## config.mk

```make
export PLATFORM = sky130hd
export DESIGN_NAME = vram_arbiter_flat
export DESIGN_NICKNAME = d
export VERILOG_FILES = /design/src/rtl/vram_arbiter_if.sv /design/src/rtl/vram_arbiter.sv /design/src/flat_wrapper.sv
export SDC_FILE = /design/constraint.sdc
export NUM_CORES = 1
export LEC_CHECK = 0
export ABC_AREA = 0
export CAP_MARGIN = 40
export CORE_AREA = 2 2 76 78
export CTS_CLUSTER_DIAMETER = 50
export CTS_CLUSTER_SIZE = 14
export DETAILED_ROUTE_END_ITERATION = 12
export DIE_AREA = 0 0 78 80
export PLACE_DENSITY = 0.84
export SLEW_MARGIN = 20
export SYNTH_ARGS = -nofsm -noshare
export SYNTH_HDL_FRONTEND = slang
export SYNTH_SLANG_ARGS = --single-unit
export TNS_END_PERCENT = 5
```

## constraint.sdc

```tcl
create_clock -name clk -period 3.7 [get_ports clk]
set_input_delay 0.74 -clock clk [delete_from_list [all_inputs] [get_ports clk]]
set_output_delay 0.74 -clock clk [all_outputs]
set_load 0.1 [all_outputs]
```

## src/rtl/vram_arbiter_if.sv

```systemverilog
`default_nettype none
// ============================================================================
// Module      : vram_arbiter_if
// Description : Bundle of requester, RAM and statistics signals that connect
//               the VRAM arbiter to the display fetch, the CPU port and the
//               single-port VRAM macro.
//               slave  modport : arbiter side (takes requests, drives RAM)
//               master modport : environment side (requesters + RAM model)
// Ports       : display_on, disp_req/addr/gnt/rdata/valid,
//               cpu_req/we/addr/wdata/gnt/rdata/valid,
//               mem_en/we/addr/wdata/rdata, stat_clr, stall_cnt
// Revision    : 1.0 - initial release
// ============================================================================
interface vram_arbiter_if #(
    parameter int ADDR_W  = 15,
    parameter int DATA_W  = 8,
    parameter int STALL_W = 16
);
    // Timing-generator side
    logic               display_on;

    // Display fetch port
    logic               disp_req;
    logic [ADDR_W-1:0]  disp_addr;
    logic               disp_gnt;
    logic [DATA_W-1:0]  disp_rdata;
    logic               disp_valid;

    // CPU / host port
    logic               cpu_req;
    logic               cpu_we;
    logic [ADDR_W-1:0]  cpu_addr;
    logic [DATA_W-1:0]  cpu_wdata;
    logic               cpu_gnt;
    logic [DATA_W-1:0]  cpu_rdata;
    logic               cpu_valid;

    // VRAM macro port
    logic               mem_en;
    logic               mem_we;
    logic [ADDR_W-1:0]  mem_addr;
    logic [DATA_W-1:0]  mem_wdata;
    logic [DATA_W-1:0]  mem_rdata;

    // Bandwidth statistics
    logic               stat_clr;
    logic [STALL_W-1:0] stall_cnt;

    modport slave (
        input  display_on,
        input  disp_req, disp_addr,
        output disp_gnt, disp_rdata, disp_valid,
        input  cpu_req, cpu_we, cpu_addr, cpu_wdata,
        output cpu_gnt, cpu_rdata, cpu_valid,
        output mem_en, mem_we, mem_addr, mem_wdata,
        input  mem_rdata,
        input  stat_clr,
        output stall_cnt
    );

    modport master (
        output display_on,
        output disp_req, disp_addr,
        input  disp_gnt, disp_rdata, disp_valid,
        output cpu_req, cpu_we, cpu_addr, cpu_wdata,
        input  cpu_gnt, cpu_rdata, cpu_valid,
        input  mem_en, mem_we, mem_addr, mem_wdata,
        output mem_rdata,
        output stat_clr,
        input  stall_cnt
    );
endinterface
`default_nettype wire

```

## src/rtl/vram_arbiter.sv

```systemverilog
`default_nettype none
// ============================================================================
// Module      : vram_arbiter
// Description : Arbitrates one single-port synchronous VRAM between the
//               scanline display fetch (absolute priority) and the CPU port
//               (uses free cycles). Grant in cycle N, RAM command in N+1,
//               read return in N+2; one grant per cycle sustained.
//               A saturating counter records CPU stall cycles.
// Ports       : clk    - pixel clock
//               reset  - asynchronous, active-low reset
//               bus    - vram_arbiter_if.slave (requesters, RAM, statistics)
// Options     : VRAM_ARB_BLANK_ONLY_EN - when defined, the CPU is only
//               granted while display_on is low (blanking intervals).
// Revision    : 1.0 - initial release
// ============================================================================
module vram_arbiter #(
    parameter int ADDR_W  = 15,
    parameter int DATA_W  = 8,
    parameter int STALL_W = 16
) (
    input  wire logic           clk,
    input  wire logic           reset,
    vram_arbiter_if.slave       bus
);

    // ------------------------------------------------------------------------
    // Constants and types
    // ------------------------------------------------------------------------
    localparam logic c_OWN_DISP = 1'b0;
    localparam logic c_OWN_CPU  = 1'b1;

    typedef enum logic [0:0] {
        S_IDLE    = 1'b0,
        S_RD_PEND = 1'b1
    } state_t;

    // ------------------------------------------------------------------------
    // Grant logic
    // ------------------------------------------------------------------------
    logic w_cpu_allowed;
    logic w_disp_gnt;
    logic w_cpu_gnt;

`ifdef VRAM_ARB_BLANK_ONLY_EN
    // CPU traffic is confined to blanking so active-region fetches never
    // sit next to a CPU access on the RAM bus.
    assign w_cpu_allowed = ~bus.display_on;
`else
    wire w_unused_display_on = bus.display_on;
    assign w_cpu_allowed = 1'b1;
`endif

    // Nothing is accepted while reset is held, so grants stay low then and a
    // held CPU request is simply re-arbitrated once reset is released.
    assign w_disp_gnt = reset & bus.disp_req;
    assign w_cpu_gnt  = reset & bus.cpu_req & ~bus.disp_req & w_cpu_allowed;

    assign bus.disp_gnt = w_disp_gnt;
    assign bus.cpu_gnt  = w_cpu_gnt;

    // ------------------------------------------------------------------------
    // Command stage: registered RAM command, one cycle after the grant
    // ------------------------------------------------------------------------
    logic              r_mem_en;
    logic              r_mem_we;
    logic [ADDR_W-1:0] r_mem_addr;
    logic [DATA_W-1:0] r_mem_wdata;
    logic              r_cmd_owner;

    always_ff @(posedge clk or negedge reset) begin
        if (!reset) begin
            r_mem_en    <= 1'b0;
            r_mem_we    <= 1'b0;
            r_mem_addr  <= '0;
            r_mem_wdata <= '0;
            r_cmd_owner <= c_OWN_DISP;
        end else begin
            r_mem_en <= w_disp_gnt | w_cpu_gnt;
            r_mem_we <= w_cpu_gnt & bus.cpu_we;
            // Address/data only move on a grant; idle cycles hold them so
            // the RAM bus does not toggle needlessly.
            if (w_disp_gnt) begin
                r_mem_addr  <= bus.disp_addr;
                r_cmd_owner <= c_OWN_DISP;
            end else if (w_cpu_gnt) begin
                r_mem_addr  <= bus.cpu_addr;
                r_mem_wdata <= bus.cpu_wdata;
                r_cmd_owner <= c_OWN_CPU;
            end
        end
    end

    assign bus.mem_en    = r_mem_en;
    assign bus.mem_we    = r_mem_we;
    assign bus.mem_addr  = r_mem_addr;
    assign bus.mem_wdata = r_mem_wdata;

    // ------------------------------------------------------------------------
    // Return stage: read-owner FSM
    // RD_PEND means the RAM is presenting read data this cycle for the
    // requester held in r_owner. A read command on the bus in cycle N+1
    // moves the FSM to RD_PEND for cycle N+2, matching the RAM latency.
    // ------------------------------------------------------------------------
    state_t r_state;
    state_t w_state_nxt;
    logic   r_owner;
    logic   w_rd_cmd;
    logic   w_rd_ret;

    assign w_rd_cmd = r_mem_en & ~r_mem_we;

    always_ff @(posedge clk or negedge reset) begin
        if (!reset) begin
            r_state <= S_IDLE;
            r_owner <= c_OWN_DISP;
        end else begin
            r_state <= w_state_nxt;
            if (w_rd_cmd) begin
                r_owner <= r_cmd_owner;
            end
        end
    end

    always_comb begin
        w_state_nxt = r_state;
        w_rd_ret    = 1'b0;
        case (r_state)
            S_IDLE: begin
                if (w_rd_cmd) begin
                    w_state_nxt = S_RD_PEND;
                end
            end
            S_RD_PEND: begin
                w_rd_ret = 1'b1;
                // Back-to-back reads keep the FSM here, one return per cycle.
                if (w_rd_cmd) begin
                    w_state_nxt = S_RD_PEND;
                end else begin
                    w_state_nxt = S_IDLE;
                end
            end
            default: begin
                w_state_nxt = S_IDLE;
            end
        endcase
    end

    logic w_disp_valid;
    logic w_cpu_valid;

    assign w_disp_valid = w_rd_ret & (r_owner == c_OWN_DISP);
    assign w_cpu_valid  = w_rd_ret & (r_owner == c_OWN_CPU);

    assign bus.disp_valid = w_disp_valid;
    assign bus.cpu_valid  = w_cpu_valid;

    // Read data is passed through only to the owner of the return, so the
    // idle data buses are quiet and reset drives them to zero.
    assign bus.disp_rdata = w_disp_valid ? bus.mem_rdata : '0;
    assign bus.cpu_rdata  = w_cpu_valid  ? bus.mem_rdata : '0;

    // ------------------------------------------------------------------------
    // Saturating CPU stall counter
    // ------------------------------------------------------------------------
    logic [STALL_W-1:0] r_stall_cnt;
    logic               w_stall;

    assign w_stall = bus.cpu_req & ~w_cpu_gnt;

    always_ff @(posedge clk or negedge reset) begin
        if (!reset) begin
            r_stall_cnt <= '0;
        end else if (bus.stat_clr) begin
            // Clear wins over a coincident stall.
            r_stall_cnt <= '0;
        end else if (w_stall && !(&r_stall_cnt)) begin
            r_stall_cnt <= r_stall_cnt + 1'b1;
        end
    end

    assign bus.stall_cnt = r_stall_cnt;

endmodule
`default_nettype wire

```

## src/flat_wrapper.sv

```systemverilog
// flat-port wrapper written by rule: the top's interface ports become plain ports
module vram_arbiter_flat 
#(
    parameter int ADDR_W  = 15,
    parameter int DATA_W  = 8,
    parameter int STALL_W = 16
)
  (clk, reset, bus_display_on, bus_disp_req, bus_disp_addr, bus_disp_gnt, bus_disp_rdata, bus_disp_valid, bus_cpu_req, bus_cpu_we, bus_cpu_addr, bus_cpu_wdata, bus_cpu_gnt, bus_cpu_rdata, bus_cpu_valid, bus_mem_en, bus_mem_we, bus_mem_addr, bus_mem_wdata, bus_mem_rdata, bus_stat_clr, bus_stall_cnt);
  vram_arbiter_if #(.ADDR_W(ADDR_W), .DATA_W(DATA_W), .STALL_W(STALL_W)) bus_i ();
  input  wire logic clk;
  input  wire logic reset;
  input wire logic [$bits(bus_i.display_on)-1:0] bus_display_on;
  input wire logic [$bits(bus_i.disp_req)-1:0] bus_disp_req;
  input wire logic [$bits(bus_i.disp_addr)-1:0] bus_disp_addr;
  output wire logic [$bits(bus_i.disp_gnt)-1:0] bus_disp_gnt;
  output wire logic [$bits(bus_i.disp_rdata)-1:0] bus_disp_rdata;
  output wire logic [$bits(bus_i.disp_valid)-1:0] bus_disp_valid;
  input wire logic [$bits(bus_i.cpu_req)-1:0] bus_cpu_req;
  input wire logic [$bits(bus_i.cpu_we)-1:0] bus_cpu_we;
  input wire logic [$bits(bus_i.cpu_addr)-1:0] bus_cpu_addr;
  input wire logic [$bits(bus_i.cpu_wdata)-1:0] bus_cpu_wdata;
  output wire logic [$bits(bus_i.cpu_gnt)-1:0] bus_cpu_gnt;
  output wire logic [$bits(bus_i.cpu_rdata)-1:0] bus_cpu_rdata;
  output wire logic [$bits(bus_i.cpu_valid)-1:0] bus_cpu_valid;
  output wire logic [$bits(bus_i.mem_en)-1:0] bus_mem_en;
  output wire logic [$bits(bus_i.mem_we)-1:0] bus_mem_we;
  output wire logic [$bits(bus_i.mem_addr)-1:0] bus_mem_addr;
  output wire logic [$bits(bus_i.mem_wdata)-1:0] bus_mem_wdata;
  input wire logic [$bits(bus_i.mem_rdata)-1:0] bus_mem_rdata;
  input wire logic [$bits(bus_i.stat_clr)-1:0] bus_stat_clr;
  output wire logic [$bits(bus_i.stall_cnt)-1:0] bus_stall_cnt;
  assign bus_i.display_on = bus_display_on;
  assign bus_i.disp_req = bus_disp_req;
  assign bus_i.disp_addr = bus_disp_addr;
  assign bus_disp_gnt = bus_i.disp_gnt;
  assign bus_disp_rdata = bus_i.disp_rdata;
  assign bus_disp_valid = bus_i.disp_valid;
  assign bus_i.cpu_req = bus_cpu_req;
  assign bus_i.cpu_we = bus_cpu_we;
  assign bus_i.cpu_addr = bus_cpu_addr;
  assign bus_i.cpu_wdata = bus_cpu_wdata;
  assign bus_cpu_gnt = bus_i.cpu_gnt;
  assign bus_cpu_rdata = bus_i.cpu_rdata;
  assign bus_cpu_valid = bus_i.cpu_valid;
  assign bus_mem_en = bus_i.mem_en;
  assign bus_mem_we = bus_i.mem_we;
  assign bus_mem_addr = bus_i.mem_addr;
  assign bus_mem_wdata = bus_i.mem_wdata;
  assign bus_i.mem_rdata = bus_mem_rdata;
  assign bus_i.stat_clr = bus_stat_clr;
  assign bus_stall_cnt = bus_i.stall_cnt;
  vram_arbiter #(.ADDR_W(ADDR_W), .DATA_W(DATA_W), .STALL_W(STALL_W)) u_core (.clk(clk), .reset(reset), .bus(bus_i));
endmodule
```

=== Word level (Yosys, flattened, before mapping) ===
Cells that the tools add are included.

* Bits in registers: 44
* Input port bits: 53
* Output and inout port bits: 61

* $add $sub $neg: 1
* Muxes and demuxes: 10
* Bitwise gates (word level): 14
* Reductions and logical operators: 6

{| class="wikitable"
|+ Operators with widths
! kind !! count
|-
| $mux W16 || 2
|-
| $mux W15 || 2
|-
| $add A16 B1 Y16 const B || 1
|-
| $mux W8 || 2
|-
| $reduce_and A16 Y1 || 1
|-
| $and A1 B1 Y1 || 8
|-
| $not A1 Y1 || 5
|-
| $mux W1 || 4
|-
| $reduce_bool A2 Y1 || 2
|-
| $reduce_and A2 Y1 || 1
|-
| $logic_and A1 B1 Y1 || 1
|-
| $logic_not A1 Y1 || 1
|-
| $or A1 B1 Y1 || 1
|}

=== Longest topological paths before layout ===
* Word-level depth: 7
* Mapped depth: 6

=== Worst setup path after synthesis ===
OpenSTA, ideal clock, no wires.

* Path kind: register -> output
* Start: reg u_core.r_state
* End: out bus_disp_rdata[0]
* Arrival time: 2.366 ns
* Required time: 2.960 ns
* Slack: 0.594 ns
* Cell stages (with the launch flop): 4
* Path buffers: 1
* Cell sequence: dfrtp_1 nor2b_1 clkbuf_1 and2_1

* Word-level cells in the longest chain between the ends: 3

{| class="wikitable"
|+ RTL lines
! item !! RTL line !! RTL
|-
| start: declaration || vram_arbiter.sv:104 || <nowiki>state_t r_state;</nowiki>
|-
| start signal: assignment || vram_arbiter.sv:117 || <nowiki>r_state <= w_state_nxt;</nowiki>
|-
| $mux W1 || vram_arbiter.sv:127 || <nowiki>case (r_state)</nowiki>
|-
| $and A1 B1 Y1 || vram_arbiter.sv:151 || <nowiki>assign w_disp_valid = w_rd_ret & (r_owner == c_OWN_DISP);</nowiki>
|-
| net bus_disp_valid || flat_wrapper.sv:17 || <nowiki>output wire logic [$bits(bus_i.disp_valid)-1:0] bus_disp_valid;</nowiki>
|-
| $mux W8 || vram_arbiter.sv:159 || <nowiki>assign bus.disp_rdata = w_disp_valid ? bus.mem_rdata : '0;</nowiki>
|-
| end: declaration || flat_wrapper.sv:16 || <nowiki>output wire logic [$bits(bus_i.disp_rdata)-1:0] bus_disp_rdata;</nowiki>
|}

The timed path passes the listed nets, and every way through them passes these cells.

=== Worst setup path in the final report ===
* Start: in bus_disp_req
* End: out bus_cpu_gnt

* Word-level cells in the longest chain between the ends: 2

{| class="wikitable"
|+ RTL lines
! item !! RTL line !! RTL
|-
| start: declaration || flat_wrapper.sv:13 || <nowiki>input wire logic [$bits(bus_i.disp_req)-1:0] bus_disp_req;</nowiki>
|-
| $not A1 Y1 || vram_arbiter.sv:56 || <nowiki>assign w_cpu_gnt = reset & bus.cpu_req & ~bus.disp_req & w_cpu_allowed;</nowiki>
|-
| $and A1 B1 Y1 || vram_arbiter.sv:56 ||
|-
| end: declaration || flat_wrapper.sv:22 || <nowiki>output wire logic [$bits(bus_i.cpu_gnt)-1:0] bus_cpu_gnt;</nowiki>
|}

No other way between the ends.

==> results.md <==
* Status: finished clean
* Post-CTS Setup Repair Bufs at 0
* Mapped Cells at 234
* Number of remaining DRC errors at 0
* Syn Nets at 288
* Max_cap viols at 0
* GRT Overall Usage at 0.221
* Reg-to-reg endpoint: u_core.bus.stall_cnt[14]
* Final Skew at 0.00779 ns
* #FFs+latches synth at 44
* Synth cell types at 35
* Vias at 2354
* Post-Route WL at 6810 µm
* VDD IR max at 0.000270 V
* Ys flop type: dfrtp_1
* Syn_area_per_cell at 9.67 µm²
* Tightest Hold Check Type: in -> async
* Final setup margin at roughly 0.59 ns
* Slew Limit Headroom at 0.439
* Drt pass-1 iters at 4
* Final Hold Vio Count at 0
* Layout cells sized above 1 at 0.229
* Post-synth top area cell: dfrtp_1
* Diodes inserted at 0
* Register area share after synthesis at 0.486
* Non-filler instance count after layout at 460
* FMAX at around 320 MHz
* Cts bufs inserted at 5
* Die X at 78 µm
* Total power per unit cell area at ~400 nW/µm²
* Initial DRC count at 109
* Max incr delay on CP at 0.61 ns
* Hold buffer count at cts at 0
* CTS tree: done
* Worst path arrival time at roughly 2.4 ns
* Post-synth EDFFs at 0
* DP Worst Slack at 0.581 ns
* Period utilization at 0.840
* Crit Reg-Reg Startpoint: u_core.bus.stall_cnt[0]
* Crit path kind: in -> out
* Vias per Instance at 5.12
* Die Y at 80 µm
* Syn. warnings at 0
* Worst-Skew Late Latency at 0.29 ns
* Die Area at 6240 µm²
* Initial antenna violation count at 0
* Setup violations, final at 0
* Largest delay contributor family on the critical path: buffers and inverters
* Reg clk slew, reported paths at 0.08 ns
* Slew Limit Fails at 0
* Layout area overhead at 85.1%
* Most common cell in the netlist: dfrtp_1
* Synth top area cells: dfrtp_1 (49%), nand2_1 (7.1%), mux2i_1 (6.6%)
* Root Driver: clkbuf_8
* Crit path time final at 3.11 ns
* # resized after CTS at 0
* Core region area at 5410 µm²
* I/O Pins at 114
* Congestion Overflow GR at 0
* Clock Tree Buf Depth at 2
* GP Congestion at 0.847
* Critical Path End Type: output pin
* Hpwl dp at 5410 µm
* Post-synth ARST share at 1.00
* Fill count at between 300 and 400
* Vias in the first global route at 2414
* Final net count at 442
* Antenna Violating Nets Remaining at 0
* I/O Buffers at 112
* FP Rows at 27
* Crit path buffers/inverters at 3
* Inst Count DP at 453
* First-pass GRT wire length at roughly 11000 µm
* Critical path cell sequence: clkdlybuf4s50_1, nand3b_1, clkinv_1, buf_12
* Leakage power at 1.92 nW
* Avg WL per Cell at 14.8 µm
* Finished Cell Area at 4190 µm²
* Worst Path Required at around 3.0 ns
* Slew of the pin with the lowest slew margin at ~0.84 ns
* Worst-path fanout max at 10
* Sum of negative setup slack at 0 ns
* Synthesized area at 2260 µm²
* CP startpoint kind: input port
* CTS sink cnt at 44
* CP max-delay cell: clkdlybuf4s50_1
* Most frequent cells after synthesis: dfrtp_1 (44), nand2_1 (43), o21ai_0 (19)
* Worst R2R Setup Slack at about 1.5 ns
* Initial Utilization at 0.419
* RSZ-0062 raised after global routing: no
* Largest net degree at the start of global routing at 30
* H-tree depth at 2
* Core Util, Final at 0.775
* Top-area cell type share of the netlist area at 0.486
* R2r worst-path depth at 6
* Placed Instance Area at slightly above 4000 µm²
-- through the flow --
stage	total power (W)	hold WS, ns
2_1_floorplan	0.00102	0.444
3_3_place_gp	0.00121	0.459
3_5_place_dp	0.00137	0.466
4_1_cts	0.00168	0.396
5_1_grt	0.00172	0.409
6_report	0.00167	0.388
-- cell usage in the layout (no fill, tap or decap), types with 2 or more instances in the layout --
cell	count
nand4_2	2
buf_12	2
buf_16	3
o21ai_0	18
dfrtp_1	44
or3_1	3
nand4_1	4
buf_8	39
mux2i_1	15
and2_1	11
and3_1	10
a21oi_1	10
inv_1	4
nand3_1	3
o21ai_2	2
nor4_1	6
nor2_1	8
nand2_1	43
clkdlybuf4s50_1	92
nor2b_1	8
or4_1	6
o31ai_1	6
buf_4	20
mux2_2	7
clkbuf_8	7
o211ai_1	2
-- power breakdown --
part           switching [W]  internal, W
logic               0.000516     0.000284
registers          0.0000298     0.000523
clock network       0.000151     0.000166
total               0.000696     0.000973
-- metal layers --
layer,part of all wire,global-route usage,up-vias
met1,0.35,0.238,1100
met3,0.066,0.0396,17
met5,0,0,-
met2,0.56,0.424,101
met4,0.025,0.0930,0
li1,-,-,1136
-- worst max path at each step --
| stage | from | to | slack, ns | cells past startpoint |
|---|---|---|---|---|
| after floorplan | u_core.r_state | bus_disp_rdata[0] | 0.59 | 3 |
| after global placement | bus_disp_req | bus_cpu_gnt | 0.63 | 4 |
| after detailed placement | bus_disp_req | bus_cpu_gnt | 0.58 | 4 |
| after CTS | bus_disp_req | bus_cpu_gnt | 0.58 | 4 |
| after global routing | bus_disp_req | bus_cpu_gnt | 0.47 | 4 |
| final | bus_disp_req | bus_cpu_gnt | 0.59 | 4 |
-- flip-flops by register name, indices dropped and copies added, names as in the netlist --
name,count
u_core.bus.stall_cnt,16
u_core.bus.mem_we,1
u_core.bus.mem_addr,15
u_core.bus.mem_en,1
u_core.bus.mem_wdata,8
u_core.r_cmd_owner,1
u_core.r_state,1
u_core.r_owner,1
-- worst reg2reg max path: cells and delay by family (launching register included) --
kind,cells,cell delay (ns)
adder cells (fa/ha/maj),1,0.26
multiplexers,1,0.28
flip-flops,1,0.47
buffers and inverters,1,0.30
AND/OR/NAND/NOR,3,0.78
-- cell families (layout without fill, tap and decap cells) --
family | Yosys count | after routing | synth area share
and+or+nand+nor | 111 | 111 | 0.271
DFF | 44 | 44 | 0.486
AOI/OAI and AO/OA | 40 | 40 | 0.102
muxes | 22 | 22 | 0.101
buffers and inverters | 16 | 170 | 0.0343
adders and majority gates | 1 | 1 | 0.00553
-- cell type report --
class,count,area [µm²],share of cell area
multi-input combinational,174,1090,0.260
timing repair buffer,158,1800,0.428
inverter,5,18.8,0.00448
sequential,44,1100,0.263
clock buffer,7,96.3,0.0230
tap,72,90.1,0.0215
(Power assumes the default switching activity.)
